`src/rtl/shift_add_mult32.sv`:
```
// Sequential 32x32 unsigned shift-and-add multiplier driving an external 32-bit adder.
// One adder pass per cycle over 32 RUN cycles yields the 64-bit product.
module shift_add_mult32 (
    input  logic        clk,
    input  logic        rst_n,
    input  logic        start,
    input  logic [31:0] multiplicand,
    input  logic [31:0] multiplier,
    output logic [31:0] add_a,
    output logic [31:0] add_b,
    output logic        add_cin,
    input  logic [31:0] add_sum,
    input  logic        add_cout,
    output logic        busy,
    output logic        done,
    output logic [63:0] product
);

    typedef enum logic [1:0] {IDLE, RUN, DONE} state_t;

    state_t      state, state_nxt;
    logic [31:0] m, p_hi, p_lo;
    logic [5:0]  cnt;
    logic [63:0] shifted;
    logic        accept;

    // Adder inputs come from registers only, never from start or the operand ports.
    assign add_a   = p_hi;
    assign add_b   = p_lo[0] ? m : '0;
    assign add_cin = 1'b0;

    // The 65-bit {cout, sum, p_lo} shifted right by one, low bit dropped.
    assign shifted = {add_cout, add_sum, p_lo[31:1]};

    assign busy = (state == RUN);
    assign done = (state == DONE);

    always_comb begin
        state_nxt = state;
        accept    = 1'b0;
        case (state)
            IDLE: begin
                if (start) begin
                    accept    = 1'b1;
                    state_nxt = RUN;
                end
            end
            RUN: begin
                if (cnt == 6'd31) state_nxt = DONE;
            end
            DONE: begin
                if (start) begin
                    accept    = 1'b1;
                    state_nxt = RUN;
                end else begin
                    state_nxt = IDLE;
                end
            end
            default: state_nxt = IDLE;
        endcase
    end

    always_ff @(posedge clk) begin
        if (!rst_n) begin
            state   <= IDLE;
            m       <= '0;
            p_hi    <= '0;
            p_lo    <= '0;
            cnt     <= '0;
            product <= '0;
        end else begin
            state <= state_nxt;
            if (accept) begin
                m    <= multiplicand;
                p_lo <= multiplier;
                p_hi <= '0;
                cnt  <= '0;
            end else if (state == RUN) begin
                p_hi <= shifted[63:32];
                p_lo <= shifted[31:0];
                cnt  <= cnt + 6'd1;
                if (cnt == 6'd31) product <= shifted;
            end
        end
    end

endmodule

```
`config.mk`:
```
export PLATFORM = sky130hd
export DESIGN_NAME = shift_add_mult32
export DESIGN_NICKNAME = d
export VERILOG_FILES = /design/src/rtl/shift_add_mult32.sv
export SDC_FILE = /design/constraint.sdc
export NUM_CORES = 1
export LEC_CHECK = 0
export CORE_UTILIZATION = 63
export CTS_CLUSTER_DIAMETER = 200
export DETAILED_ROUTE_END_ITERATION = 12
export DONT_BUFFER_PORTS = 1
export GPL_TIMING_DRIVEN = 0
export PLACE_DENSITY_LB_ADDON = 0.1
export SKIP_CTS_REPAIR_TIMING = 1
export SYNTH_ARGS = -nofsm -noshare
export SYNTH_HDL_FRONTEND = slang
export SYNTH_SLANG_ARGS = --single-unit
```
`constraint.sdc`:
```
create_clock -name clk -period 1.9 [get_ports clk]
set_input_delay 0.095 -clock clk [delete_from_list [all_inputs] [get_ports clk]]
set_output_delay 0.095 -clock clk [all_outputs]
set_load 0.1 [all_outputs]
```
==> results.md, run 1 <==
- WL/cell: 17.3 µm
- Clock tree sinks: 168
- Fill count: 611
- Worst R2R End: product[14]$_SDFFE_PN0P_
- Worst Setup Start Kind: flop
- IO Port Bufs: 0
- Post-route cell area: 8560 µm²
- Routed Antenna Nets: 0
- Net Sw Frac: 27.1%
- Initial antenna violation count: 1
- Net Sw Power: 0.00225 W
- Comb pwr share: 10.8%
- Critical path type: flop to output pin
- TritonCTS Buffers: 17
- Netlist cell types: 36
- DRT iter0 DRCs: 370
- Final Hold Vio Count: 0
- PwrDens: 972 nW/µm²
- Drt pass-1 iters: 5
- Row cnt: 37
- Placer Congestion: 0.809
- Post-synth EDFFs: 0
- Hold Path Depth: 3
- Crit path time final: 1.98 ns
- Routed WL: 18.6 mm
- Core ar.: 10400 µm²
- Failing checks: setup timing
- Die Ht: 106 µm
- Cell area after synthesis: 6750 µm²
- Post-synth ARST share: 0%
- GRT Util Overall: 29.9%
- Worst Path Required: 1.80 ns
- VDD IR max: 0.657 mV
- First-pass GRT wire length: 26.1 mm
- Worst Setup EP: add_b[29]
- CP startpoint: p_lo[0]$_SDFFE_PN0P_
- Post-synth top area share: 49.8%
- HPWL after DPL: 12.3 mm
- Slew HR: 30.2%
- Synth area leader: dfxtp_1
- Fin worst setup slack: -0.0752 ns
- Initial Util: 65.1%
- Crit path capture type: output pin
- DIE AREA: 11100 µm²
- Fmax achieved: 506 MHz
- Vias: 6135
- Status: finished, violations left
- Slew Viols, Final: 0
- Cells after Synth: 813
- Clk network pwr share: 41.8%
- # IOs: 231
- Remaining Overflow, GRT: 0
- Placed cell area: 6930 µm²
- Clock Skews: 0.00712 ns
- Worst slew pin tran: 1.05 ns
- Inst Count DP: 949
- Internal power: 0.00606 W
- Cells on worst reg2reg path: 6
- DRC Markers: 0
- Reg2reg setup slack: 0.17 ns
- CTS tree: done
- Reg power frac: 47.4%
- RSZ-0062 raised after global routing: yes
- Final cell count without fillers: 1079
- CTS root buf: clkbuf_8
- Worst-path maximum fanout: 10
- Synthesis-stage register bit count: 168
- H-tree Lvls: 4
- Synth area leaders: dfxtp_1 50%, nand2_1 18%, mux2i_1 9.6%
- Synth warnings: 0
- Hold crit path type: primary input to flop
- Number of global-route vias before repair: 5379
- Final Cycle Share: 104%
- Layout cells sized above 1: 10.8%
- Number of max-cap violations: 0
- Insertion delay to the later sink of the worst-skew pair: 0.53 ns
- Seq/Total Area, Yosys: 49.8%
- Largest net degree at the start of global routing: 17
- Hold WS: 0.0480 ns
- Die X: 106 µm
- Setup violators final: 19
- Final-stage net count: 1030
- Vias/cell: 5.69
- Avg Cell Area, Syn: 8.31 µm²
- Ys flop type: dfxtp_1
- Area growth from synthesis to layout: 26.7%
- Syn Nets: 914
- Worst-path clk slew: 0.07 ns
- Worst reg2reg path startpoint: cnt[0]$_SDFFE_PP0P_
- P_leak: 3.12 nW
- Crit path DAT: 1.88 ns
- Power Total: 0.00832 W
- CTS Buffer Depth: 2
[flip-flops by register name, summed over array words and instances, names as in the netlist]
| signal | cells |
|---|---|
| p_lo | 32 |
| state | 2 |
| product | 64 |
| m | 32 |
| add_a | 32 |
| cnt | 6 |
[cells by family after synthesis]
logic type / after synthesis / synth area share (%)
mux: 65 / 9.63
other cells: 1 / 0.0555
simple gates: 373 / 22.6
compound gates: 135 / 11.8
flops: 168 / 49.8
fa+ha+maj: 1 / 0.185
buf+inv: 68 / 5.67
xor+xnor: 2 / 0.259
[worst max-delay path: stages, from the launching register on]
cell      delay [ns]
dfxtp_1         0.44
clkbuf_1        0.35
and2_2          0.56
[cell usage after synthesis (all sizes together), types with 3 or more instances]
cell type and instances:
mux2i 65, buf 41, a31oi 33, dfxtp 168, a21oi 35, nor2 3
o21ai 34, a21boi 32, nand2 325, and2 33, clkbuf 25
[power groups by stage]
stage	Sequential, W	Clock [W]	Combinational [W]
6_report	0.00394	0.00348	0.000898
5_1_grt	0.00395	0.00363	0.000975
4_1_cts	0.00393	0.00348	0.000696
3_3_place_gp	0.00400	0	0.000668
3_5_place_dp	0.00401	0	0.000694
2_1_floorplan	0.00398	0	0.000559
[worst min-delay path by stage]
stage                     start                     end  slack [ns]
2_1_floorplan  multiplicand[10]      m[10]$_SDFFE_PN0P_        0.23
4_1_cts              add_sum[5]   add_a[4]$_SDFFE_PP0P_       -0.32
3_5_place_dp        add_sum[23]  add_a[22]$_SDFFE_PP0P_        0.24
5_1_grt                   rst_n   add_a[2]$_SDFFE_PP0P_        0.04
3_3_place_gp        add_sum[13]  add_a[12]$_SDFFE_PP0P_        0.23
6_report                  rst_n     cnt[1]$_SDFFE_PP0P_        0.05
[cell type report]
cell class              count  area [µm²]  area share (%)
clock inverters            10         144            1.68
inverters                   2        7.51          0.0877
plain buffers              66         379            4.43
flip-flops and latches    168        3360            39.3
multi-input cells         577        3070            35.9
well taps                 136         170            1.99
clock buffers              22         453            5.29
repair buffers             97         971            11.3
diodes                      1        2.50          0.0292
[metal layers]
metal	wire length, µm	GRT usage (%)
met1	7260	34.6
met2	9150	50.2
met3	1620	11.4
met4	605	11.3
met5	0	0
[placed cells by master (no fill, tap or decap), types with 2 or more instances in the layout]
master         instances
dlygate4sd3_1         97
and2_4                11
buf_1                  8
buf_12                 4
clkbuf_16             16
clkinvlp_4             3
nand2b_1               2
o21ai_1               20
clkbuf_1              25
a21boi_1              25
a21boi_0               7
nand2_1              324
bufinv_16              3
a31oi_1               33
dfxtp_1              168
a21oi_1               35
clkbuf_2               2
o21ai_0               14
buf_2                 24
nor2_1                 3
buf_4                  4
and2_2                21
xnor2_1                2
clkbuf_8               3
clkinv_4               2
mux2i_1               65
nand3_1                2
[per-stage QoR]
step | worst slack [ns] | TNS, ns | util, %
2_1_floorplan | 0.135 | 0 | -
3_3_place_gp | 0.0405 | 0 | 66.8
3_5_place_dp | 0.199 | 0 | 66.8
4_1_cts | -0.335 | -9.20 | 72.6
5_1_grt | -0.147 | -2.56 | 82.5
6_report | -0.0752 | -0.692 | 82.5
No activity file was read; power rests on OpenSTA's default activity.
==> inputs of run 2 (changes only) <==
==> constraint.sdc (replaced) <==
create_clock -name clk -period 1.9 [get_ports clk]
set_input_delay 0.19 -clock clk [delete_from_list [all_inputs] [get_ports clk]]
set_output_delay 0.19 -clock clk [all_outputs]
set_load 0.1 [all_outputs]
==> run 2 against run 1 <==
Effect of this change:
- the flow now finishes without violations
- die area is the same
- register-to-register slack barely moved
- sequential power about the same
- largest power group unchanged
==> results.md, run 2 (synthesis gave the netlist of run 1 again) <==
- Setup violators final: 0
- Initial antenna violation count: 1
- Hold crit path type: primary input to flop
- Die X: 106 µm
- Routed Antenna Nets: 0
- Worst slew pin tran: 1.05 ns
- Die Ht: 106 µm
- Hold worst-path end: cnt[1]$_SDFFE_PP0P_
- IO Port Bufs: 0
- Insertion delay to the later sink of the worst-skew pair: 0.53 ns
- Clock tree sinks: 168
- Reg2reg setup slack: 0.18 ns
- Most common cell after layout, fill and taps aside: nand2_1
- Row cnt: 37
- Vias/cell: 5.72
- HPWL after DPL: 12.3 mm
- DRC Markers: 0
- Hold Path Depth: 3
- VDD IR max: 0.656 mV
- CTS tree: done
- Number of global-route vias before repair: 5379
- Worst-path maximum fanout: 10
- Clock Skews: 0.00821 ns
- Power Total: 0.00833 W
- Routed WL: 18.7 mm
- Slew Viols, Final: 0
- Crit path time final: 1.84 ns
- First-pass GRT wire length: 26.1 mm
- Most frequent cells in the layout: 324 x nand2_1, 168 x dfxtp_1, 97 x dlygate4sd3_1
- Initial Util: 65.1%
- Crit path DAT: 1.65 ns
- Fill count: 607
- Worst reg2reg path startpoint: cnt[0]$_SDFFE_PP0P_
- Largest net degree at the start of global routing: 17
- Drt pass-1 iters: 5
- Worst R2R End: product[14]$_SDFFE_PN0P_
- CTS Buffer Depth: 2
- Status: complete, no violations
- Crit path capture type: output pin
- P_leak: 3.14 nW
- Remaining Overflow, GRT: 0
- Final Util: 82.8%
- Hold WS: 0.143 ns
- WL/cell: 17.3 µm
- TritonCTS Buffers: 17
- Min-delay src: rst_n
- PwrDens: 969 nW/µm²
- Worst Setup Start Kind: flop
- Cells on worst reg2reg path: 6
- Number of max-cap violations: 0
- Critical path type: flop to output pin
- Final Hold Vio Count: 0
- Worst-path clk slew: 0.07 ns
- Slew HR: 30.0%
- DRT iter0 DRCs: 362
- CTS root buf: clkbuf_8
- Layout cells sized above 1: 11.1%
- GRT Util Overall: 29.9%
- DIE AREA: 11100 µm²
- Worst Path Required: 1.71 ns
- Final-stage net count: 1030
- Largest reg by FF count: product
- # IOs: 231
- Area growth from synthesis to layout: 27.2%
- Number of flip-flops in the largest register: 64
- Core ar.: 10400 µm²
- Final Cycle Share: 96.9%
- Vias: 6174
- Fmax achieved: 543 MHz
- H-tree Lvls: 4
- Placer Congestion: 0.809
-- run 2: cell counts in the layout (fill, tap and decap cells not counted) --
No cell type changed its count.
-- run 2: area by class of cell --
cell class	count	area, µm²	area share, %
flip-flops and latches	168	3360	39.1
multi-input cells	577	3090	36.0
repair buffers	97	971	11.3
clock buffers	22	453	5.27
plain buffers	66	387	4.50
well taps	136	170	1.98
clock inverters	10	144	1.67
inverters	2	7.51	0.0874
diodes	1	2.50	0.0291
-- run 2: routing by layer --
layer  wire length (µm)  vias to the layer above  GRT usage (%)
met3               1640                       60           11.4
met1               7250                     2911           34.6
met2               9210                      316           50.2
met4                551                        0           11.3
li1                   -                     2887              -
met5                  0                        -              0
-- run 2: how the worst max path moves through the flow --
stage / start / end / slack, ns
floorplan: state[0]$_SDFFE_PN0P_ / done / 0.04
global placement: state[0]$_SDFFE_PN0P_ / done / -0.05
detailed placement: p_lo[0]$_SDFFE_PN0P_ / add_b[20] / 0.15
CTS: p_lo[0]$_SDFFE_PN0P_ / add_b[20] / -0.43
global route: state[0]$_SDFFE_PN0P_ / busy / -0.007
finish: p_lo[0]$_SDFFE_PN0P_ / add_b[7] / 0.06
-- run 2: worst max-delay path, stage by stage (launching register included) --
cell      delay, ns
dfxtp_1        0.46
clkbuf_2       0.28
and2_4         0.38
-- run 2: through the flow --
step / instance area (µm²) / TNS, ns / setup WS, ns / std cells
floorplan: 6760 / 0 / 0.0397 / 813
global placement: 6930 / -0.0545 / -0.0545 / 949
detailed placement: 6930 / 0 / 0.155 / 949
CTS: 7520 / -12.40 / -0.430 / 981
global route: 8590 / -0.00793 / -0.00677 / 1079
finish: 8590 / 0 / 0.0597 / 1079
-- run 2: power breakdown --
part | total (W) | switching (W) | internal (W)
Clock | 0.00347 | 0.00139 | 0.00208
Sequential | 0.00394 | 0.000288 | 0.00366
Combinational | 0.000911 | 0.000578 | 0.000333
